--- config.mk ---
export PLATFORM = sky130hd
export DESIGN_NAME = pipelined_ripple_adder
export DESIGN_NICKNAME = d
export VERILOG_FILES = /design/src/rtl/pipelined_ripple_adder.sv
export SDC_FILE = /design/constraint.sdc
export NUM_CORES = 1
export LEC_CHECK = 0
export ABC_AREA = 1
export BUFFER_PORTS_ARGS = -buffer_cell sky130_fd_sc_hd__buf_2
export CAP_MARGIN = 5
export CORE_ASPECT_RATIO = 0.75
export CORE_UTILIZATION = 29
export DETAILED_ROUTE_END_ITERATION = 10
export PLACE_DENSITY = 0.49
export SETUP_SLACK_MARGIN = 0.15
export SYNTH_ARGS = -nofsm -noshare
export SYNTH_HDL_FRONTEND = slang
export SYNTH_SLANG_ARGS = --single-unit
--- constraint.sdc ---
create_clock -name clk -period 1.51 [get_ports clk]
set_input_delay 0.0755 -clock clk [delete_from_list [all_inputs] [get_ports clk]]
set_output_delay 0.0755 -clock clk [all_outputs]
set_load 0.02 [all_outputs]
--- src/rtl/pipelined_ripple_adder.sv ---
// Ripple-carry add/subtract split into STAGES equal slices with a registered carry between
// slices. Operands are skewed in, results are deskewed out, and a global stall gates every stage.
module pipelined_ripple_adder #(
  parameter int unsigned WIDTH  = 16,
  parameter int unsigned STAGES = 4
) (
  input  logic             clk,
  input  logic             rst_n,
  input  logic             in_valid,
  output logic             in_ready,
  input  logic [WIDTH-1:0] a,
  input  logic [WIDTH-1:0] b,
  input  logic             cin,
  input  logic             sub,
  output logic             out_valid,
  input  logic             out_ready,
  output logic [WIDTH-1:0] sum,
  output logic             co,
  output logic             ovf
);

  localparam int unsigned SLICE = (STAGES == 0) ? 1 : WIDTH / STAGES;

  if (WIDTH == 0 || STAGES == 0 || (STAGES != 0 && (WIDTH % STAGES) != 0)) begin : g_param_check
    $error("pipelined_ripple_adder: WIDTH must be >= 1 and a multiple of STAGES >= 1");
  end

  logic                           adv;
  logic [STAGES-1:0]              vld_q, vld_d;
  logic [STAGES-1:0][WIDTH-1:0]   acc_q, acc_d;
  logic [STAGES-1:0][WIDTH-1:0]   bop_q;
  logic [STAGES-1:0]              cy_q, cy_d;
  logic                           ovf_q, ovf_d;

  // Per-stage inputs: stage 0 takes the prepared operands, stage k takes stage k-1 registers.
  logic [STAGES-1:0][WIDTH-1:0]   src_a, src_b;
  logic [STAGES-1:0]              src_c;
  logic [STAGES-1:0][SLICE:0]     slice_add;

  assign adv      = ~out_valid | out_ready;
  assign in_ready = adv;

  always_comb begin
    src_a    = '0;
    src_b    = '0;
    src_c    = '0;
    vld_d    = '0;
    src_a[0] = a;
    src_b[0] = sub ? ~b : b;
    src_c[0] = sub ? 1'b1 : cin;
    vld_d[0] = in_valid;
    for (int unsigned s = 1; s < STAGES; s++) begin
      src_a[s] = acc_q[s-1];
      src_b[s] = bop_q[s-1];
      src_c[s] = cy_q[s-1];
      vld_d[s] = vld_q[s-1];
    end
  end

  // acc carries finished sum bits below the current slice and still-pending A bits above it.
  always_comb begin
    acc_d     = src_a;
    cy_d      = '0;
    slice_add = '0;
    for (int unsigned s = 0; s < STAGES; s++) begin
      slice_add[s] = {1'b0, src_a[s][s*SLICE +: SLICE]}
                   + {1'b0, src_b[s][s*SLICE +: SLICE]}
                   + {{SLICE{1'b0}}, src_c[s]};
      acc_d[s][s*SLICE +: SLICE] = slice_add[s][SLICE-1:0];
      cy_d[s] = slice_add[s][SLICE];
    end
    // Carry into the MSB recovered as sum ^ a ^ b at that bit.
    ovf_d = slice_add[STAGES-1][SLICE-1] ^ src_a[STAGES-1][WIDTH-1]
          ^ src_b[STAGES-1][WIDTH-1] ^ cy_d[STAGES-1];
  end

  always_ff @(posedge clk or negedge rst_n) begin
    if (!rst_n) begin
      vld_q <= '0;
      acc_q <= '0;
      bop_q <= '0;
      cy_q  <= '0;
      ovf_q <= 1'b0;
    end else if (adv) begin
      vld_q <= vld_d;
      acc_q <= acc_d;
      bop_q <= src_b;
      cy_q  <= cy_d;
      ovf_q <= ovf_d;
    end
  end

  // The last stage's copy of B has no consumer.
  logic unused_bop;
  assign unused_bop = ^bop_q[STAGES-1];

  assign out_valid = vld_q[STAGES-1];
  assign sum       = acc_q[STAGES-1];
  assign co        = cy_q[STAGES-1];
  assign ovf       = ovf_q;

endmodule

==> impl_metrics.tcl, run 1 <==
set metrics [dict create \
    firstDrtPassIters 4 \
    crit_fanout 3 \
    place_congestion 0.7731 \
    clk_latency_ns 0.33 \
    ir_worst_vdd_uv 751.4 \
    p_int_mw 7.236 \
    syn_inst 494 \
    cp.required_ns 1.73 \
    start_util 0.3011 \
    end_kind "flip-flop" \
    synthTopCellsByArea "dfrtp_1 (55%), nand2_1 (19%), o21ai_0 (3.8%), fa_1 (3.6%), ha_1 (3.4%)" \
    power_switching_mw 4.272 \
    rr_worst_depth 11 \
    root_buffer "clkbuf_16" \
    die_area_mm2 0.01576 \
    timing.rr.end "ovf" \
    grt_pass1_vias 3213 \
    drt.antenna.violating_nets 0 \
    ys_warn_count 0 \
    async_flop_share 1.000 \
    drcViolationCount 0 \
    clk_pin_slew_ns 0.06 \
    p_clk_frac 0.207 \
    synth_flop_cell "dfrtp_1" \
    fin_worst_skew_ns 0.006306 \
    worst_pin_slew_ns 0.4511 \
    synth.top_cell.area_share 0.5486 \
    grt_overflow_total 0 \
    antenna_found_initial 0 \
    avgSynthCellArea_um2 8.956 \
    cap_viol_max_count 0 \
    power_leakage_nw 2.832 \
    synth-seq-cells 97 \
    synth_edf_count 0 \
    clockBufferDepth 2 \
    synth-seq-area-share 0.5486 \
    grt_util_all_layers 0.1303 \
    vias 3237 \
    grt_pass1_wl_mm 15.97 \
    std_cell_rows 38 \
    failed_checks "setup timing" \
    rsz0062_at_grt "true" \
    fp.dieW_um 144.6 \
    cts_tree "built" \
    wl_per_cell_um 12.04 \
    rrSetupSlack_ns -0.06 \
    critPathLaunchType "flip-flop" \
    synth.cell_area_mm2 0.004424 \
    slew_headroom 0.6993 \
    numCtsBuffers 9 \
    powerDensity_mw_per_mm2 2059 \
    synth_top_area_cell "dfrtp_1" \
    io_buffers 57 \
    fin_area_mm2 0.005588 \
    vias_per_cell 4.220 \
    yosys-top-cells-count "nand2_1 (222), dfrtp_1 (97), o21ai_0 (34), inv_1 (23), buf_4 (19)" \
    area_delta_synth_final_pct 26.30 \
    combinationalPowerShare 0.407 \
    antennaDiodeCount 0 \
    maxSlewViolCount 0 \
    critPathKind "flip-flop to flip-flop" \
    rr_startpoint "acc_q[44]" \
    p_total_mw 11.51 \
    fin_crit_ns 1.575 \
    holdCritPathClass "input pin to flip-flop" \
    fill_cells 1497 \
    swShare 0.3712 \
    endpoint "ovf" \
    core_mm2 0.01469 \
    clock_sinks 97 \
    synth.most_common_cell "nand2_1" \
    setup_slack_ns -0.06479 \
    yosysUniqueCellTypes 21 \
    wirelength_mm 9.234 \
    status "finished with violations" \
    crit_start "acc_q[44]" \
    layout-drive-gt1-share 0.2434 \
    htreeDepth 3 \
    hpwlAfterDp_mm 6.114 \
    period_share 1.043 \
    placed_area_mm2 0.004936 \
    finalSetupViolCount 1 \
    top_level_ports 58 \
    hold_violations 0 \
    arrival_ns 1.79 \
    drt_iter0_drc 126 \
    final_util 0.3803 \
    synthesis.nets 552 \
    fmax_mhz 635.0 \
    preCtsSetupSlack_ns -0.1696 \
    grt_max_degree 86 \
    die_h_um 109.0 \
    p_seq_frac 0.386 \
    fin_nets 620 \
]
-- worst max-delay path, stage by stage (launching register included) --
cell and delay [ns]:
dfrtp_1 0.34, inv_2 0.05, fa_2 0.37, inv_2 0.07
fa_2 0.20, nand3_2 0.08, nand2_1 0.09, nand2_1 0.06
nand2_2 0.07, inv_2 0.03, nand2_1 0.05, nand3_1 0.06
-- repair_timing --
item                                   CTS  global route
cloned                                   2             0
endpoints found under the hold margin  110             0
buffers inserted                         4             4
gates resized for setup                 13            12
hold buffers                            14             0
setup endpoints to repair               14            36
pin swaps                               14             6
-- cells in the final DEF (no fill, tap or decap), drive strengths merged --
cell	instances
nand2	222
dfrtp	97
buf	79
o21ai	34
inv	24
dlygate4sd3	14
nor2	13
xnor2	12
ha	12
nand3	12
clkbuf	10
fa	8
a21oi	8
or2	5
xor2	4
clkinv	3
nand3b	2
bufinv	2
bufbuf	2
o31ai	1
a22oi	1
a31oi	1
clkinvlp	1
-- state kept, by name (all words and copies together), names as in the netlist --
name	cells
bop_q	24
sum	16
ovf	1
acc_d	36
acc_q	12
vld_q	4
cy_q	4
-- metrics by stage --
stage,TNS (ns),hold WS (ns),instances
finish,-0.06479,0.02390,767
global route,-0.3812,0.01898,767
CTS,-0.08484,0.01238,763
detailed placement,-0.5942,-0.06220,727
global placement,-0.4571,-0.06119,727
floorplan,-0.6801,-0.2201,494
-- power by group through the flow --
stage / sequential (mW) / combinational (mW) / clock (mW)
6_report: 4.44 / 4.68 / 2.38
5_1_grt: 4.59 / 5.39 / 2.55
4_1_cts: 4.44 / 4.56 / 2.46
3_5_place_dp: 4.48 / 4.17 / 0
3_3_place_gp: 4.44 / 4.10 / 0
2_1_floorplan: 4.33 / 3.24 / 0
-- kinds of logic (layout without fill, tap and decap cells) --
| logic type | after synthesis | count (layout) | share of synthesized area |
|---|---|---|---|
| xor gates and xnor gates | 16 | 16 | 0.03167 |
| AOI/OAI and AO/OA | 45 | 45 | 0.05232 |
| and+or+nand+nor | 254 | 254 | 0.2251 |
| adders and majority gates | 20 | 20 | 0.07013 |
| DFF | 97 | 97 | 0.5486 |
| buffers and inverters | 62 | 135 | 0.07212 |
-- how the worst min path moves through the flow --
stage,from,end,slack [ns],cells after the start
6_report,b[8],bop_q[8],0.02,3
5_1_grt,b[14],bop_q[14],0.02,3
4_1_cts,b[4],bop_q[4],0.01,3
3_5_place_dp,rst_n,acc_q[44],-0.06,1
3_3_place_gp,rst_n,sum[12],-0.06,1
2_1_floorplan,rst_n,acc_d[16],-0.22,0
-- final cells by class --
class / count / area (µm²) / share of cell area
repair buffers: 95 / 718.2 / 0.1285
inverters: 24 / 92.59 / 0.01657
clock inverters: 6 / 82.58 / 0.01478
clock buffers: 10 / 229.0 / 0.04098
flip-flops and latches: 97 / 2427 / 0.4344
multi-input cells: 335 / 1788 / 0.3200
well taps: 200 / 250.2 / 0.04478
-- routing by layer --
metal  GRT usage  vias up  wire length, µm
met4     0.02481        0               68
li1            -     1662                -
met1      0.1800     1515             4708
met5           0        -                0
met2      0.2074       52             4150
met3     0.03294        8              307
(Power assumes the default switching activity.)
==> run 2, diff against run 1 <==
--- a/config.mk
+++ b/config.mk
@@ -11,6 +11,7 @@
 export CORE_ASPECT_RATIO = 0.75
 export CORE_UTILIZATION = 29
 export DETAILED_ROUTE_END_ITERATION = 10
+export HOLD_SLACK_MARGIN = 0.05
 export PLACE_DENSITY = 0.49
 export SETUP_SLACK_MARGIN = 0.15
 export SYNTH_ARGS = -nofsm -noshare
==> impl_metrics.tcl, run 2 (same netlist as run 1, synthesis figures left out) <==
set metrics [dict create \
    critPathKind "flip-flop to flip-flop" \
    grt_util_all_layers 0.1305 \
    grt_pass1_vias 3220 \
    critPathLaunchType "flip-flop" \
    std_cell_rows 38 \
    end_kind "flip-flop" \
    rsz0062_at_grt "true" \
    top_level_ports 58 \
    fmax_mhz 635.0 \
    wl_per_cell_um 11.93 \
    core_mm2 0.01469 \
    layout-drive-gt1-share 0.2392 \
    clock_sinks 97 \
    fin_worst_skew_ns 0.005905 \
    io_buffers 57 \
    start_util 0.3011 \
    fin_nets 630 \
    largest_reg_flops 36 \
    worst_pin_slew_ns 0.4507 \
    hpwlAfterDp_mm 6.114 \
    combinationalPowerShare 0.408 \
    holdWs_ns 0.08000 \
    drcViolationCount 0 \
    p_int_mw 7.253 \
    crit_chain "inv_2 -> fa_2 -> inv_2 -> fa_2 -> nand3_2 -> nand2_1 -> nand2_1 -> nand2_2 -> inv_2 -> nand2_1 -> nand3_1" \
    hold_violations 0 \
    firstDrtPassIters 4 \
    vias 3260 \
    powerDensity_mw_per_mm2 2027 \
    crit_fanout 3 \
    arrival_ns 1.79 \
    root_buffer "clkbuf_16" \
    drt_iter0_drc 137 \
    antennaDiodeCount 0 \
    ir_worst_vdd_uv 751.5 \
    vias_per_cell 4.196 \
    grt_pass1_wl_mm 15.99 \
    grt_overflow_total 0 \
    p_seq_frac 0.385 \
    cap_viol_max_count 0 \
    place_congestion 0.7731 \
    clockBufferDepth 2 \
    fin_area_mm2 0.005688 \
    clk_pin_slew_ns 0.06 \
    finalSetupViolCount 1 \
    power_switching_mw 4.279 \
    holdCritPathClass "input pin to flip-flop" \
    htreeDepth 3 \
    cp_top_family "adder cells" \
    clk_latency_ns 0.33 \
    power_leakage_nw 2.874 \
    cp_slowest_cell "fa_2" \
    slew_headroom 0.6995 \
    fin_crit_ns 1.575 \
    area_delta_synth_final_pct 28.56 \
    p_clk_frac 0.207 \
    drt.antenna.violating_nets 0 \
    final_common_cell "nand2_1" \
    wirelength_mm 9.269 \
    placed_area_mm2 0.004936 \
    cp.required_ns 1.73 \
    fp.dieW_um 144.6 \
    die_h_um 109.0 \
    die_area_mm2 0.01576 \
    antenna_found_initial 0 \
    cts_tree "built" \
    status "finished with violations" \
    setup_slack_ns -0.06483 \
    path_buf_inv 3 \
    period_share 1.043 \
    maxSlewViolCount 0 \
    swShare 0.3710 \
    final_cell_mix "nand2_1 (218), dfrtp_1 (97), buf_2 (55)" \
    cpPeakStageDelay_ns 0.37 \
    failed_checks "setup timing" \
    grt_max_degree 86 \
    numCtsBuffers 9 \
]
[run 2: cell types whose count changed in the layout (fill, tap and decap cells not counted), sizes merged]
| cell | delta |
|---|---|
| dlygate4sd3 | +10 |
[run 2: worst reg2reg max path: cells and delay by family (launching register included)]
family | cells | cell delay [ns]
fa+ha+maj | 2 | 0.57
buf+inv | 3 | 0.15
flops | 1 | 0.34
simple gates | 6 | 0.41
[run 2: metrics by stage]
step	utilization	power [mW]	setup slack, ns	instances	setup TNS, ns
4_1_cts	0.3820	11.48	-0.06907	773	-0.08484
5_1_grt	0.3872	12.55	-0.1698	777	-0.3812
6_report	0.3872	11.53	-0.06483	777	-0.06483
2_1_floorplan	-	7.575	-0.2279	494	-0.6801
3_5_place_dp	0.3360	8.648	-0.1696	727	-0.5942
3_3_place_gp	0.3360	8.545	-0.1533	727	-0.4571
[run 2: path summary, 6_finish.rpt]
kind | startpoint | end | slack [ns] | cells past startpoint
hold reg to reg | vld_q[2] | vld_q[3] | 0.47 | 1
setup / recovery | acc_q[44] | ovf | -0.06 | 11
max in group asynchronous | rst_n | acc_d[17] | 0.70 | 3
setup reg to reg | acc_q[44] | ovf | -0.06 | 11
min in group asynchronous | rst_n | sum[12] | 0.13 | 2
hold / removal | b[15] | bop_q[15] | 0.08 | 3
[run 2: power groups by stage]
stage                     clock network, mW  registers, mW  logic (mW)
after global routing                   2.55           4.59        5.41
after detailed placement                  0           4.48        4.17
after floorplan                           0           4.33        3.24
final                                  2.38           4.44        4.71
after global placement                    0           4.44        4.10
after CTS                              2.46           4.44        4.58
[run 2: metal layers]
layer | vias up | global-route usage | part of all wire
met5 | - | 0 | 0
met4 | 0 | 0.02481 | 0.0073
met3 | 8 | 0.03206 | 0.034
met2 | 50 | 0.2084 | 0.45
met1 | 1520 | 0.1802 | 0.51
li1 | 1682 | - | -
[run 2: layout make-up]
class	count	area, µm²
Clock buffer	10	229.0
Clock inverter	6	82.58
Fill cell	1492	9004
Inverter	24	92.59
Multi-Input combinational cell	335	1788
Sequential cell	97	2427
Tap cell	200	250.2
Timing Repair Buffer	105	818.3
[run 2: timing repair]
action | in CTS | in global routing
hold buffers | 24 | 0
pin swaps | 14 | 6
endpoints found under the setup margin | 14 | 36
gates cloned | 2 | 0
setup buffers | 4 | 4
hold endpoints to repair | 120 | 0
gates resized for setup | 13 | 12
